### src/rtl/matrix_product_sequencer.sv
// Sequences a size x size matrix product through an external column_processor,
// one C cell per processor transaction in row-major order.
//
//  state       | meaning
//  ------------+------------------------------------------------------------
//  st_idle     | waiting for host in_ready; C and error from last product held
//  st_issue    | one-cycle out_proc_ready pulse with row i of A / column j of B
//  st_wait     | operands held, timeout down-counter running, waiting on result
//  st_release  | out_proc_ack high until processor drops its ready, then advance
//  st_done     | out_ready high until host acknowledges
module matrix_product_sequencer #(
   parameter int size           = 4,
   parameter int cell_width     = 32,
   parameter int width          = cell_width * size,
   parameter int timeout_cycles = 1024
) (
   input  logic                  in_clk,
   input  logic                  in_reset,
   input  logic                  in_ready,
   input  logic [width*size-1:0] in_mat_a,
   input  logic [width*size-1:0] in_mat_b,
   input  logic                  in_ack,
   output logic [width*size-1:0] out_mat_c,
   output logic                  out_ready,
   output logic                  out_error,
   output logic [width-1:0]      out_row_a,
   output logic [width-1:0]      out_col_b,
   output logic                  out_proc_ready,
   input  logic [width-1:0]      in_proc_cell,
   input  logic                  in_proc_ready,
   output logic                  out_proc_ack
);

   localparam int idx_w = (size > 1) ? $clog2(size) : 1;
   localparam int tmr_w = (timeout_cycles > 1) ? $clog2(timeout_cycles) : 1;
   localparam logic [idx_w-1:0] idx_last = idx_w'(size - 1);
   localparam logic [tmr_w-1:0] tmr_load = tmr_w'(timeout_cycles - 1);

   typedef enum logic [2:0] {
      st_idle,
      st_issue,
      st_wait,
      st_release,
      st_done
   } state_t;

   state_t                  state_q, state_d;
   logic [width*size-1:0]   a_q, b_q, c_q;
   logic [idx_w-1:0]        i_q, j_q;
   logic [tmr_w-1:0]        tmr_q;
   logic                    err_q;
   logic                    last_cell;
   logic                    tmr_done;
   logic [width-1:0]        col_sel;

   // The processor only returns a single cell; the rest of its bus is don't-care.
   logic unused_proc_bits;
   assign unused_proc_bits = ^in_proc_cell[width-1:cell_width];

   assign last_cell = (i_q == idx_last) && (j_q == idx_last);
   assign tmr_done  = (tmr_q == '0);

   always_comb begin
      col_sel = '0;
      for (int k = 0; k < size; k++) begin
         col_sel[k*cell_width +: cell_width] =
            b_q[(k*size + int'(j_q))*cell_width +: cell_width];
      end
   end

   assign out_row_a = a_q[int'(i_q)*width +: width];
   assign out_col_b = col_sel;
   assign out_mat_c = c_q;
   assign out_error = err_q;

   always_comb begin
      state_d        = state_q;
      out_ready      = 1'b0;
      out_proc_ready = 1'b0;
      out_proc_ack   = 1'b0;
      case (state_q)
         st_idle: begin
            if (in_ready) state_d = st_issue;
         end
         st_issue: begin
            out_proc_ready = 1'b1;
            state_d        = st_wait;
         end
         st_wait: begin
            if (in_proc_ready || tmr_done) state_d = st_release;
         end
         st_release: begin
            out_proc_ack = 1'b1;
            if (!in_proc_ready) state_d = last_cell ? st_done : st_issue;
         end
         st_done: begin
            out_ready = 1'b1;
            if (in_ack) state_d = st_idle;
         end
         default: state_d = st_idle;
      endcase
   end

   always_ff @(posedge in_clk) begin
      if (in_reset) begin
         state_q <= st_idle;
         a_q     <= '0;
         b_q     <= '0;
         c_q     <= '0;
         i_q     <= '0;
         j_q     <= '0;
         tmr_q   <= '0;
         err_q   <= 1'b0;
      end else begin
         state_q <= state_d;
         case (state_q)
            st_idle: begin
               if (in_ready) begin
                  a_q   <= in_mat_a;
                  b_q   <= in_mat_b;
                  c_q   <= '0;
                  err_q <= 1'b0;
                  i_q   <= '0;
                  j_q   <= '0;
               end
            end
            st_issue: tmr_q <= tmr_load;
            st_wait: begin
               // A result arriving on the terminal cycle still wins over the timeout.
               if (in_proc_ready) begin
                  c_q[(int'(i_q)*size + int'(j_q))*cell_width +: cell_width] <=
                     in_proc_cell[cell_width-1:0];
               end else if (tmr_done) begin
                  err_q <= 1'b1;
               end else begin
                  tmr_q <= tmr_q - 1'b1;
               end
            end
            st_release: begin
               if (!in_proc_ready) begin
                  if (j_q == idx_last) begin
                     j_q <= '0;
                     i_q <= i_q + 1'b1;
                  end else begin
                     j_q <= j_q + 1'b1;
                  end
               end
            end
            default: ;
         endcase
      end
   end

endmodule

### config.mk
export PLATFORM = sky130hd
export DESIGN_NAME = matrix_product_sequencer
export DESIGN_NICKNAME = d
export VERILOG_FILES = /design/src/rtl/matrix_product_sequencer.sv
export SDC_FILE = /design/constraint.sdc
export NUM_CORES = 2
export LEC_CHECK = 0
export ABC_CLOCK_PERIOD_IN_PS = 3400
export BUFFER_PORTS_ARGS = -buffer_cell sky130_fd_sc_hd__buf_2
export CORE_AREA = 8 8 735 737
export DETAILED_ROUTE_END_ITERATION = 16
export DIE_AREA = 0 0 743 745
export GPL_ROUTABILITY_DRIVEN = 0
export PLACE_DENSITY = 0.3
export SLEW_MARGIN = 20
export SYNTH_ARGS = -nofsm -noshare
export SYNTH_HDL_FRONTEND = slang
export SYNTH_SLANG_ARGS = --single-unit
### constraint.sdc
create_clock -name in_clk -period 3.4 [get_ports in_clk]
set_clock_uncertainty 0.1 [all_clocks]
set_input_delay 0.34 -clock in_clk [delete_from_list [all_inputs] [get_ports in_clk]]
set_output_delay 0.34 -clock in_clk [all_outputs]
set_load 0.01 [all_outputs]
# Yosys cells after proc, flatten, opt, wreduce, memory -nomap -nowiden
# Cells that the tools add are included.
# totals
regBits	1554
in_bits	1157
out_inout_bits	772
wordCells	79
# classes
add_sub_neg	8
n_eq_ne	15
n_shift	7
n_mux	27
reduce_logical	14
# op_table
cell	n
two-way mux 512 bit	2
one-hot mux 512 bit (2 select lines)	1
variable part select 512 x 11 -> 32 bit	2
bitwise mux 512 bit	1
variable shift 32 x 33 -> 512 bit (first input constant)	1
variable part select 32 x 33 -> 512 bit	1
variable part select 512 x 10 -> 128 bit	1
variable part select 512 x 10 -> 32 bit	1
variable part select 512 x 8 -> 32 bit	1
negation 10 -> 33 bit	1
two-way mux 10 bit	2
one-hot mux 10 bit (2 select lines)	1
inequality test 2 bit (second input constant)	9
two-way mux 3 bit	5
one-hot mux 3 bit (5 select lines)	1
AND reduction 4 bit	3
adder 4 x 2 -> 5 bit (first input constant)	2
zero test 10 bit	1
two-way mux 2 bit	5
subtractor 10 x 1 -> 10 bit (second input constant)	1
AND reduction 3 bit	3
one-hot mux 2 bit (2 select lines)	2
== test 3 x 2 -> 1 bit (second input constant)	2
two-way mux 1 bit	6
other kinds (12)	16

# Depth between registers and ports, before layout
# depth
word_depth	6
mapped_depth	13

# Worst setup path after synthesis
# Ideal clock, no wire load.
# synth_path
path_kind	flip-flop to flip-flop
startpoint	register i_q[0]
endpoint	register c_q[258], in the netlist out_mat_c[258]
arrival_ns	2.863
t_required_ns	3.183
slack_ns	0.320
path_stages_with_launch	12
period_less_slack_ns	3.080
path_cell_list	dfxtp_1 clkbuf_1 buf_4 clkbuf_1 buf_2 nor3_1 ha_1 clkbuf_1 a21boi_0 a41oi_1 clkbuf_1 a22o_1
# synth_between
elab_chain_len	6
# synth_lines
item	line_no	text
start: declaration	49	logic [idx_w-1:0] i_q, j_q;
start signal: assignment	143	i_q <= i_q + 1'b1;
adder 4 x 2 -> 5 bit *	131	c_q[(int'(i_q)*size + int'(j_q))*cell_width +: cell_width] <=
negation 10 -> 33 bit *	132	in_proc_cell[cell_width-1:0];
variable part select 32 x 33 -> 512 bit or variable shift 32 x 33 -> 512 bit (tied branches)	131	
bitwise mux 512 bit *	131	
two-way mux 512 bit *	130	if (in_proc_ready) begin
one-hot mux 512 bit (2 select lines) *	116	case (state_q)
end signal: indexed assignment	131	
end: declaration	48	logic [width*size-1:0] a_q, b_q, c_q;
# Mark *: on every way between the ends. The rest lies on a longest branch, timed or not. The select of a mux whose other input is x is not followed.
# A chain may end at the register's enable or synchronous reset.

# Worst setup path after layout
# layout_path
startpoint	register j_q[1]
endpoint	output port out_col_b[123]
# layout_between
elab_chain_len	2
# layout_lines
item	line_no	text
start: declaration	49	
start signal: assignment	145	j_q <= j_q + 1'b1;
adder 4 x 2 -> 5 bit	67	b_q[(k*size + int'(j_q))*cell_width +: cell_width];
variable part select 512 x 11 -> 32 bit	67	
end: declaration	27	output logic [width-1:0] out_col_b,
# Every way passes these cells.

==> metrics.txt <==
slowest cell on the critical path mux4_2; HPWL Detailed 360400 um; layout cell share with drive strength beyond 1 0.2824; CP Launch Point j_q[1]; TritonCTS buffer count 206; dpl ws 0.5739 ns; Buf/Inv on CP 3; Netlist cell types 61; CTS max path bufs 4; CP peak stage delay 0.50 ns; total power 50.03 mW; fillers 59.47k; P&R area growth vs syn 60.72%; initial antenna violation count 144; DIE AREA 553500 um^2; outcome finished, final reports clean; reg2reg setup slack 0.43 ns; Crit. End Element output pin; largest net degree at the start of global routing 142; Fin Setup TNS 0 ns; RSZ-0062 raised after global routing no; worst hold path type in2reg; Gate Count Post-Synth 6616; Final ANT Viol Nets 0; CP Max Fanout 42; Arr. time, crit path 2.83 ns; worst reg2reg path depth 8; Final Util 0.1828; synth warn 0; via count 62.24k; Placed Area 78240 um^2; Critical R2R Launch j_q[0]; DR pass1 iterations 5; Avg WL per Cell 27.24 um; PortBufs 1832; vias per cell 3.746; clk slew on worst S/H paths 0.06 ns; Top delay family on crit path buffers and inverters; Max Cap Viol 0; Final period util 0.9627; Remaining DRCs 0; Pins Over Slew Limit 0; FFs w/ async S/R, synth 0; final hold vios 0; Final min period 3.273 ns; Pwr Density 518.9 nW/um^2; Yosys reg bits 1554; latest clock arrival within the worst-skew pair 0.95 ns; I/O pin total 1929; Die Ht 745 um; post-layout instance area 96400 um^2; fmax 305.5 MHz; number of global-route vias before repair 63.55k; first-pass GRT wire length 591400 um; H-Tree Depth 4; instance count on the critical path 4; Worst Path Required 2.96 ns; nets 10.58k; Final Setup Violations 0; routed wire length 452600 um; Leak 37.68 nW; grt ovf 0; FF-to-FF End out_mat_c[251]; starting DRC count in detailed routing 4299; crit start category flip-flop; Peak VDD IR 0.4281 mV; CTS root buffer clkbuf_16; Die W 743 um; multi-input logic area 26560 um^2; row cnt 267; critical path class reg2out; commonest non-fill, non-tap cell in the layout nand2_1; Mapped Area 59980 um^2; Starting Density 0.1137; dominant synthesized flop cell dfxtp_1; syn nets 7782; post-synthesis average cell area 9.066 um^2; commonest cells after routing, fill and taps aside nand2_1, buf_2, dfxtp_1; CTS tree yes; Post-synth EDFFs 0; worst rel slew slack 0.3535; GRT Util Overall 0.1544; Worst Tran Pin Value 0.9677 ns; clock sink count 1554; sequential-to-total area share from yosys stat 0.5186; register cell area after layout 31120 um^2; final worst slack 0.1267 ns; cell breakdown of the critical path buf_12, buf_16, mux4_2, buf_12; Core ar. 527500 um^2; Worst path most repeated cell buf_12; Worst setup endpoint out_col_b[123]
registers in the layout, indices dropped and copies added, names as in the netlist:
signal and count:
i_q 2, out_mat_c 512, state_q 3, tmr_q 10, out_error 1, j_q 2
b_q 512, a_q 512
routing by layer:
metal,GRT usage,vias up,part of all wire
met3,0.06791,478,0.11
met5,0,-,0.00066
met4,0.03310,48,0.024
met1,0.1940,30870,0.42
met2,0.2436,2169,0.45
li1,-,28680,-
final cells by class:
cell class / count / area share
Antenna cell: 58 / 0.001506
Tap cell: 6994 / 0.09078
Sequential cell: 1554 / 0.3229
Inverter: 12 / 0.0004672
Clock inverter: 38 / 0.005088
Multi-Input combinational cell: 4449 / 0.2755
Clock buffer: 318 / 0.06410
Timing Repair Buffer: 3193 / 0.2397
metrics by stage:
stage | cells | hold slack, ns
finish | 16620 | 0.1159
global route | 16580 | 0.05483
CTS | 16560 | 0.0009439
detailed placement | 15090 | 0.3416
global placement | 15090 | 0.3404
floorplan | 6616 | 0.3330
where the power goes:
| part | internal [mW] | switching, mW | total [mW] |
|---|---|---|---|
| Sequential | 19.3 | 0.659 | 19.9 |
| Clock | 12.7 | 9.37 | 22.1 |
| Combinational | 3.00 | 5.04 | 8.04 |
| Total | 35.0 | 15.1 | 50.0 |
cell usage after synthesis (4+ instances only):
| cell | n | area (um^2) |
|---|---|---|
| clkbuf_1 | 427 | 1603 |
| ha_1 | 9 | 112.6 |
| buf_2 | 160 | 800.8 |
| or3_1 | 7 | 43.79 |
| nor3_1 | 7 | 35.03 |
| a21oi_1 | 1161 | 5811 |
| nand2b_1 | 70 | 437.9 |
| or4_1 | 4 | 30.03 |
| o21ai_0 | 36 | 180.2 |
| inv_1 | 12 | 45.04 |
| nand2_1 | 2085 | 7826 |
| o2111ai_1 | 32 | 280.3 |
| dfxtp_1 | 1554 | 31110 |
| a211oi_1 | 4 | 30.03 |
| a22o_1 | 224 | 1962 |
| nor2_1 | 49 | 183.9 |
| a31oi_1 | 16 | 100.1 |
| mux4_2 | 256 | 5766 |
| buf_4 | 4 | 30.03 |
| o2bb2ai_1 | 128 | 1121 |
| o211ai_1 | 97 | 728.2 |
| nand4_1 | 70 | 437.9 |
| nor2b_1 | 37 | 231.5 |
| nand3_1 | 70 | 350.3 |
| and3_1 | 34 | 212.7 |
| buf_1 | 10 | 37.54 |
cell families (layout without fill, tap and decap cells):
group	Yosys count	count (layout)	synth area share
simple gates	2461	2461	0.1672
flops	1554	1554	0.5186
compound gates	1718	1718	0.1734
mux	258	258	0.09647
other cells	0	58	0
fa+ha+maj	9	9	0.001877
buf+inv	613	3561	0.04195
xor+xnor	3	3	0.0004381
worst min-delay path by stage:
| stage | from | to | slack, ns | depth (start not counted) |
|---|---|---|---|---|
| after floorplan | tmr_q[8] | tmr_q[8] | 0.33 | 2 |
| after global placement | out_mat_c[387] | out_mat_c[387] | 0.34 | 1 |
| after detailed placement | out_mat_c[306] | out_mat_c[306] | 0.34 | 1 |
| after CTS | in_mat_b[435] | b_q[435] | 0.0009 | 4 |
| after global routing | in_mat_b[399] | b_q[399] | 0.05 | 4 |
| final | in_mat_b[404] | b_q[404] | 0.12 | 4 |
repair_timing:
item	4_1_cts	5_1_grt
endpoints found under the setup margin	175	0
hold endpoints to repair	1444	0
resized for setup	22	0
hold buffers	1095	0
buffers inserted	10	0
tightest hold or removal path, stage by stage:
cell and delay [ns]:
dlygate4sd3_1 0.55, buf_2 0.12, nand2_1 0.05, a21oi_1 0.05
(Power assumes the default switching activity.)
